<file path="config.mk">
export PLATFORM = sky130hd
export DESIGN_NAME = btn_debounce_multi
export DESIGN_NICKNAME = d
export VERILOG_FILES = /design/src/rtl/btn_debounce_multi.sv
export SDC_FILE = /design/constraint.sdc
export NUM_CORES = 1
export LEC_CHECK = 0
export CAP_MARGIN = 5
export CORE_MARGIN = 2
export CORE_UTILIZATION = 30
export CTS_CLUSTER_DIAMETER = 40
export DETAILED_ROUTE_END_ITERATION = 16
export GPL_TIMING_DRIVEN = 0
export PLACE_DENSITY = 0.43
export SLEW_MARGIN = 20
export SYNTH_ARGS = -nofsm -noshare
export SYNTH_HDL_FRONTEND = slang
export SYNTH_SLANG_ARGS = --single-unit
</file>
<file path="constraint.sdc">
create_clock -name clk -period 2.5 [get_ports clk]
set_input_delay 0.25 -clock clk [delete_from_list [all_inputs] [get_ports clk]]
set_output_delay 0.25 -clock clk [all_outputs]
set_load 0.005 [all_outputs]
</file>
<file path="src/rtl/btn_debounce_multi.sv">
// N-channel button conditioner: 2-FF sync, shared sample-tick prescaler, per-channel
// hysteresis filter and press FSM. Define BTN_AUTO_REPEAT_EN to auto-repeat o_rise while in LONG.
module btn_debounce_multi #(
  parameter int unsigned N_CH         = 5,
  parameter int unsigned F_COUNT      = 1000,
  parameter int unsigned DEPTH        = 8,
  parameter int unsigned LONG_TICKS   = 50000,
  parameter int unsigned REPEAT_TICKS = 10000
) (
  input  logic            clk,
  input  logic            rst,
  input  logic [N_CH-1:0] i_btn,
  output logic [N_CH-1:0] o_level,
  output logic [N_CH-1:0] o_rise,
  output logic [N_CH-1:0] o_fall,
  output logic [N_CH-1:0] o_long,
  output logic            o_tick
);

  localparam int unsigned CNT_W  = (F_COUNT > 1) ? $clog2(F_COUNT) : 1;
  localparam int unsigned HOLD_W = $clog2(LONG_TICKS + 1);
`ifdef BTN_AUTO_REPEAT_EN
  localparam int unsigned RPT_W  = $clog2(REPEAT_TICKS + 1);
`endif

  localparam logic [1:0] ST_RELEASED = 2'd0;
  localparam logic [1:0] ST_PRESSED  = 2'd1;
  localparam logic [1:0] ST_LONG     = 2'd2;

  // Elaboration-time parameter sanity checks
  if (F_COUNT < 2) begin : g_bad_f_count
    $error("btn_debounce_multi: F_COUNT must be >= 2");
  end
  if (DEPTH < 2) begin : g_bad_depth
    $error("btn_debounce_multi: DEPTH must be >= 2");
  end
  if (LONG_TICKS < 1) begin : g_bad_long
    $error("btn_debounce_multi: LONG_TICKS must be >= 1");
  end
  if (REPEAT_TICKS < 1) begin : g_bad_repeat
    $error("btn_debounce_multi: REPEAT_TICKS must be >= 1");
  end

  logic [CNT_W-1:0] pre_cnt;
  logic [N_CH-1:0]  sync1;
  logic [N_CH-1:0]  sync2;
  logic             tick;

  assign tick   = (pre_cnt == CNT_W'(F_COUNT - 1));
  assign o_tick = tick;

  // Shared prescaler and input synchronizers
  always_ff @(posedge clk) begin
    if (!rst) begin
      pre_cnt <= '0;
      sync1   <= '0;
      sync2   <= '0;
    end else begin
      pre_cnt <= tick ? '0 : pre_cnt + CNT_W'(1);
      sync1   <= i_btn;
      sync2   <= sync1;
    end
  end

  for (genvar g = 0; g < N_CH; g++) begin : g_ch
    logic [DEPTH-1:0]  shreg;
    logic              level_q;
    logic              rise_q;
    logic              fall_q;
    logic              long_q;
    logic              next_level;
    logic              lvl_up;
    logic              lvl_dn;
    logic              rise_d;
    logic              long_d;
    logic [1:0]        state_q;
    logic [1:0]        state_d;
    logic [HOLD_W-1:0] hold_q;
    logic [HOLD_W-1:0] hold_d;
`ifdef BTN_AUTO_REPEAT_EN
    logic [RPT_W-1:0]  rpt_q;
    logic [RPT_W-1:0]  rpt_d;
    logic              rpt_fire;
`endif

    // Hysteresis: change only on a full run of equal samples
    always_comb begin
      next_level = level_q;
      if (&shreg) begin
        next_level = 1'b1;
      end else if (~|shreg) begin
        next_level = 1'b0;
      end
    end

    assign lvl_up = next_level & ~level_q;
    assign lvl_dn = ~next_level & level_q;

    // Press FSM next state; level edges take priority over tick counting
    always_comb begin
      state_d = state_q;
      hold_d  = hold_q;
      long_d  = 1'b0;
`ifdef BTN_AUTO_REPEAT_EN
      rpt_d    = '0;
      rpt_fire = 1'b0;
`endif
      case (state_q)
        ST_RELEASED: begin
          hold_d = '0;
          if (lvl_up) begin
            state_d = ST_PRESSED;
          end
        end
        ST_PRESSED: begin
          if (lvl_dn) begin
            state_d = ST_RELEASED;
            hold_d  = '0;
          end else if (hold_q == HOLD_W'(LONG_TICKS)) begin
            state_d = ST_LONG;
            long_d  = 1'b1;
          end else if (tick) begin
            hold_d = hold_q + HOLD_W'(1);
          end
        end
        ST_LONG: begin
          if (lvl_dn) begin
            state_d = ST_RELEASED;
            hold_d  = '0;
          end
`ifdef BTN_AUTO_REPEAT_EN
          else if (rpt_q == RPT_W'(REPEAT_TICKS)) begin
            rpt_fire = 1'b1;
          end else if (tick) begin
            rpt_d = rpt_q + RPT_W'(1);
          end else begin
            rpt_d = rpt_q;
          end
`endif
        end
        default: begin
          state_d = ST_RELEASED;
          hold_d  = '0;
        end
      endcase
    end

`ifdef BTN_AUTO_REPEAT_EN
    assign rise_d = lvl_up | rpt_fire;
`else
    assign rise_d = lvl_up;
`endif

    always_ff @(posedge clk) begin
      if (!rst) begin
        shreg   <= '0;
        level_q <= 1'b0;
        rise_q  <= 1'b0;
        fall_q  <= 1'b0;
        long_q  <= 1'b0;
        state_q <= ST_RELEASED;
        hold_q  <= '0;
`ifdef BTN_AUTO_REPEAT_EN
        rpt_q   <= '0;
`endif
      end else begin
        if (tick) begin
          shreg <= {shreg[DEPTH-2:0], sync2[g]};
        end
        level_q <= next_level;
        rise_q  <= rise_d;
        fall_q  <= lvl_dn;
        long_q  <= long_d;
        state_q <= state_d;
        hold_q  <= hold_d;
`ifdef BTN_AUTO_REPEAT_EN
        rpt_q   <= rpt_d;
`endif
      end
    end

    assign o_level[g] = level_q;
    assign o_rise[g]  = rise_q;
    assign o_fall[g]  = fall_q;
    assign o_long[g]  = long_q;
  end

endmodule

</file>
# Word-level counts from Yosys, hierarchy flattened
# Cells that the tools add are included.
# classes
reduce_logical,31
n_mux,65
eq_ne,41
n_bitwise,26
addsub,6
# op_table
op,n
$mux 16,20
$pmux 16 s2,5
$add 16x1->16 const B,5
$eq 16x16->1 const B,5
$ne 3x3->1 const B,15
$mux 2,20
$reduce_and 8->1,5
$reduce_or 8->1,5
$pmux 2 s3,5
$reduce_and 3->1,10
$ne 2x2->1 const B,10
$not 1->1,16
$mux 1,15
$reduce_or 3->1,5
$add 10x1->10 const B,1
$and 1x1->1,10
$eq 10x10->1 const B,1
$eq 2x1->1 const B,5
$eq 2x2->1 const B,5
$logic_not 2->1,5
$reduce_or 2->1,1
# word_totals
in_bits,7
out_inout_bits,21
elab_cells,207
regBits,170

# Longest topological paths before layout
# logic_depth
ltp_word,7
ltp_mapped,9
mapped_depth_nobuf,7

# Worst setup path before layout
# No wires, ideal clock.
# synth_timing
path_type,flip-flop to flip-flop
startpoint,reg g_ch[4].hold_q[5]
endpoint,reg g_ch[4].hold_q[1]
stages_incl_launch_ff,7
n_path_buf,1
setup_time_ns,0.065
path_slack_ns,0.206
synth_period_minus_slack_ns,2.294
required_ns,2.435
arrival_time_ns,2.229
path_cell_list,dfxtp_1 -> or4b_1 -> or4_1 -> buf_6 -> a221oi_4 -> mux2_4 -> nor2_1
# synth_via
elab_chain_cells,3
# synth_rtl
element,line_no,rtl
"start, declared",78,logic [HOLD_W-1:0] hold_q;
"start signal, assigned",175,hold_q <= hold_d;
$eq 16x16->1,119,end else if (hold_q == HOLD_W'(LONG_TICKS)) begin
$ne 3x3->1 (no source line),-,
$reduce_and 3->1 (no source line),-,
# No other way between the ends.
# A chain may end at the register's enable or synchronous reset.

# Final worst setup path
# layout_timing
startpoint,reg pre_cnt[0]
endpoint,reg g_ch[2].hold_q[14]
# layout_via
elab_chain_cells,3
# layout_rtl
element,line_no,rtl
"start, declared",44,logic [CNT_W-1:0] pre_cnt;
"start signal, assigned",59,pre_cnt <= tick ? '0 : pre_cnt + CNT_W'(1);
$eq 10x10->1,49,assign tick = (pre_cnt == CNT_W'(F_COUNT - 1));
$ne 3x3->1 (no source line),-,
$reduce_and 3->1 (no source line),-,
"end signal, assigned",175,
"end, declared",78,
# No other way between the ends.

==> results.md <==
* Status: complete, no violations
* Period utilisation layout at 0.978
* Rel. slew slack at 0.431
* Sink Count at 170
* Crit start category: flop
* Row count at slightly below 60
* # diodes at 0
* Pins Over Slew Limit at 0
* Vias in the first global route at between 6000 and 7000
* Core Box Area at 25900 um^2
* Hold Path Class: input pin to flop
* CP Max Fanout at 9
* Congestion Overflow GR at 0
* CTS tree: done
* Clock buffer count from CTS at 17
* Routed WL per cell at about 16 um
* Antenna violations before repair at 0
* Reg-to-Reg Start: pre_cnt[0]
* Sequential share of the synthesized area at 0.433
* Final nets at 1025
* Pint at between 4 and 5 mW
* Clock transition at path regs at approximately 70 ps
* Global placement routability congestion at around 0.79
* Synth cell types at 63
* Logic pwr share at 0.014
* Worst slew pin tran at between 800 and 900 ps
* RSZ-0062 raised after global routing: true
* Die W at 166 um
* Pre-CTS WS at -1010 ps
* Synthesized area per cell at just over 8 um^2
* PD cells at roughly 560 nW/um^2
* Req. time, crit path at about 2800 ps
* Synth top area cells: dfxtp_1 43%, nand2_1 6.5%, a21oi_1 5.2%
* Clock power share at 0.475
* Setup WS post-layout at between 50 and 60 ps
* Post-synth EDFFs at 0
* IO Pins at 28
* Sequential share of power at 0.512
* Post-DP HPWL at roughly 15 mm
* Worst hold path depth at 2
* Worst R2R Setup Slack at 60 ps
* Vias/cell at 5.21
* # setup viols final at 0
* Synth warn at 0
* Port bufs at 27
* R2R depth at 10
* Peak supply drop at approximately 430 uV
* Largest net degree at the start of global routing at 17
* Terminus of the critical flop-to-flop path: g_ch[2].hold_q[14]
* Die H at between 150 and 200 um
* Fin Clk Skew at approximately 13 ps
* Share of post-route cells with drive strength above 1 at 0.121
* Total track usage at 0.158
* Hold_sp: i_btn[1]
* Asr flop ratio synth at 0
* Register area at about 3400 um^2
* Net Sw Power at ~1.2 mW
* Top FF cell, synth: dfxtp_1
* Max_cap viols at 0
* Fill cell count at approximately 2700
* Post-synthesis net count at ~970
* Drt first pass iters at 4
* Cells after Synth at 949
* Arrival time at the worst endpoint at around 2800 ps
* Net Sw Frac at 0.229
* Pwr Total at approximately 5.3 mW
* Die area at 27500 um^2
* Final WL at roughly 21 mm
* Syn Std Cell Area at 7850 um^2
* Leakage at roughly 3.1 nW
* Yosys reg bits at 170
* Synth top area share at 0.433
* Vias at approximately 7100
* First-pass GRT wire length at between 30 and 40 mm
* Clk root buf: clkbuf_16
* Fmax achieved at around 410 MHz
* Final Hold Violating Endpoints at 0
* Hold buffers post-CTS at 0
* Synth area leader: dfxtp_1
* Critical path class: flop to flop
* Initial DRC Count at between 400 and 500
* Crit. End Element: flop
* Area Growth Syn to Fin at 20.4%
* CTS max path bufs at 2
* Post-route minimum period at ~2400 ps
* H-tree depth at 4
* Multi-input gate area at approximately 4200 um^2
* Worst skew pair latency at around 440 ps
* Initial Util at 0.303
* ANT nets after route at 0
* DRC Markers at 0
* Worst Hold End: sync1[1]
[layout by cell type, fill, tap and decap left out, drive strengths merged, types with 6 or more instances in the layout]
cell,instances
o21ai,35
xnor2,7
nor2b,11
nor3,16
nand2b,11
inv,23
buf,45
o211ai,19
and3,26
a21oi,81
nor4,32
clkdlybuf4s50,26
or4,9
dfxtp,170
and2,17
clkbuf,41
nand2,137
or3,7
a41oi,7
nand3,41
nor2,77
and4,6
nor4bb,9
o31ai,22
a31oi,24
o41ai,6
nand4,36
xor2,6
ha,11
[repair_timing]
action | 4_1_cts | 5_1_grt
setup endpoints to repair | 119 | 50
buffers inserted | 8 | 7
pin swaps | 2 | 7
hold endpoints to repair | 0 | 0
resized for setup | 40 | 30
[state kept, by name (all words and copies together) (netlist names)]
signal,flops
sync1,5
g_ch.level_q,5
g_ch.shreg,40
g_ch.state_q,10
g_ch.long_q,5
g_ch.fall_q,5
g_ch.hold_q,80
pre_cnt,10
g_ch.rise_q,5
sync2,5
[power by group through the flow]
stage,Clock [mW],Sequential [mW],Combinational [mW]
floorplan,0,2.78,0.0369
global placement,0,2.79,0.0719
detailed placement,0,2.79,0.0717
CTS,2.62,2.72,0.0742
global route,2.73,2.72,0.0807
finish,2.53,2.72,0.0722
[critical path, cell delays in order (launching register included)]
cell and delay [ps]:
dfxtp_4 370, ha_4 140, nand4b_1 140, buf_4 170, buf_4 120, buf_4 120, buf_4 150, nor4_2 450
a21oi_2 260, a41o_1 260, a21o_1 160
[layout make-up]
type / count / area share
multi-input combinational: 706 / 0.449
sequential: 170 / 0.361
clock buffer: 21 / 0.0498
tap: 335 / 0.0443
timing repair buffer: 42 / 0.0435
buffer: 51 / 0.0351
clock inverter: 11 / 0.00900
inverter: 19 / 0.00807
[per-layer routing]
metal  vias up  global-route usage  share of wire
li1       3609                   -              -
met1      3327               0.218           0.50
met2        97               0.248           0.45
met3        20              0.0322          0.030
met4         0              0.0473          0.014
met5         -                   0              0
[synth_stat cells (7+ instances only)]
cell type	n
a31oi_1	24
xnor2_1	7
or4_1	9
inv_1	19
nand2_1	137
nand2b_1	11
a41oi_1	7
and3_1	26
and2_1	17
nor4_1	32
o31ai_1	21
nand4_1	36
o211ai_1	19
buf_4	20
a21oi_1	81
dfxtp_1	170
ha_1	11
nand3_1	41
nor2_1	77
clkbuf_1	24
o21ai_0	35
nor2b_1	11
nor3_1	14
or3_1	7
nor4bb_1	9
[worst max path at each step]
stage                      start            endpoint  slack [ps]  cells past startpoint
3_5_place_dp          pre_cnt[0]              o_tick       -1010                      8
4_1_cts               pre_cnt[0]              o_tick           5                      8
3_3_place_gp          pre_cnt[0]              o_tick       -1060                      8
2_1_floorplan  g_ch[4].hold_q[5]   g_ch[4].hold_q[1]         210                      6
6_report              pre_cnt[0]  g_ch[2].hold_q[14]          60                     10
5_1_grt               pre_cnt[0]  g_ch[2].hold_q[14]         -60                     10
[cell families (layout without fill, tap and decap cells)]
kind of cell / after synthesis / count (layout) / share of synthesized area
buffers and inverters: 73 / 144 / 0.0459
multiplexers: 5 / 5 / 0.00733
XOR/XNOR: 13 / 13 / 0.0145
AO/OA/AOI/OAI: 223 / 223 / 0.183
adder cells (fa/ha/maj): 11 / 11 / 0.0175
flip-flops: 170 / 170 / 0.433
AND/OR/NAND/NOR: 454 / 454 / 0.298
[stage by stage]
step	hold slack (ps)	cell area [um^2]	util	instances	TNS (ps)
after global placement	415	8540	0.330	1311	-47760
after global routing	385	9460	0.365	1355	-83.6
after detailed placement	419	8550	0.330	1311	-42700
final	394	9460	0.365	1355	0
after floorplan	377	7850	-	949	0
after CTS	374	9310	0.359	1350	0
(Power assumes the default switching activity.)
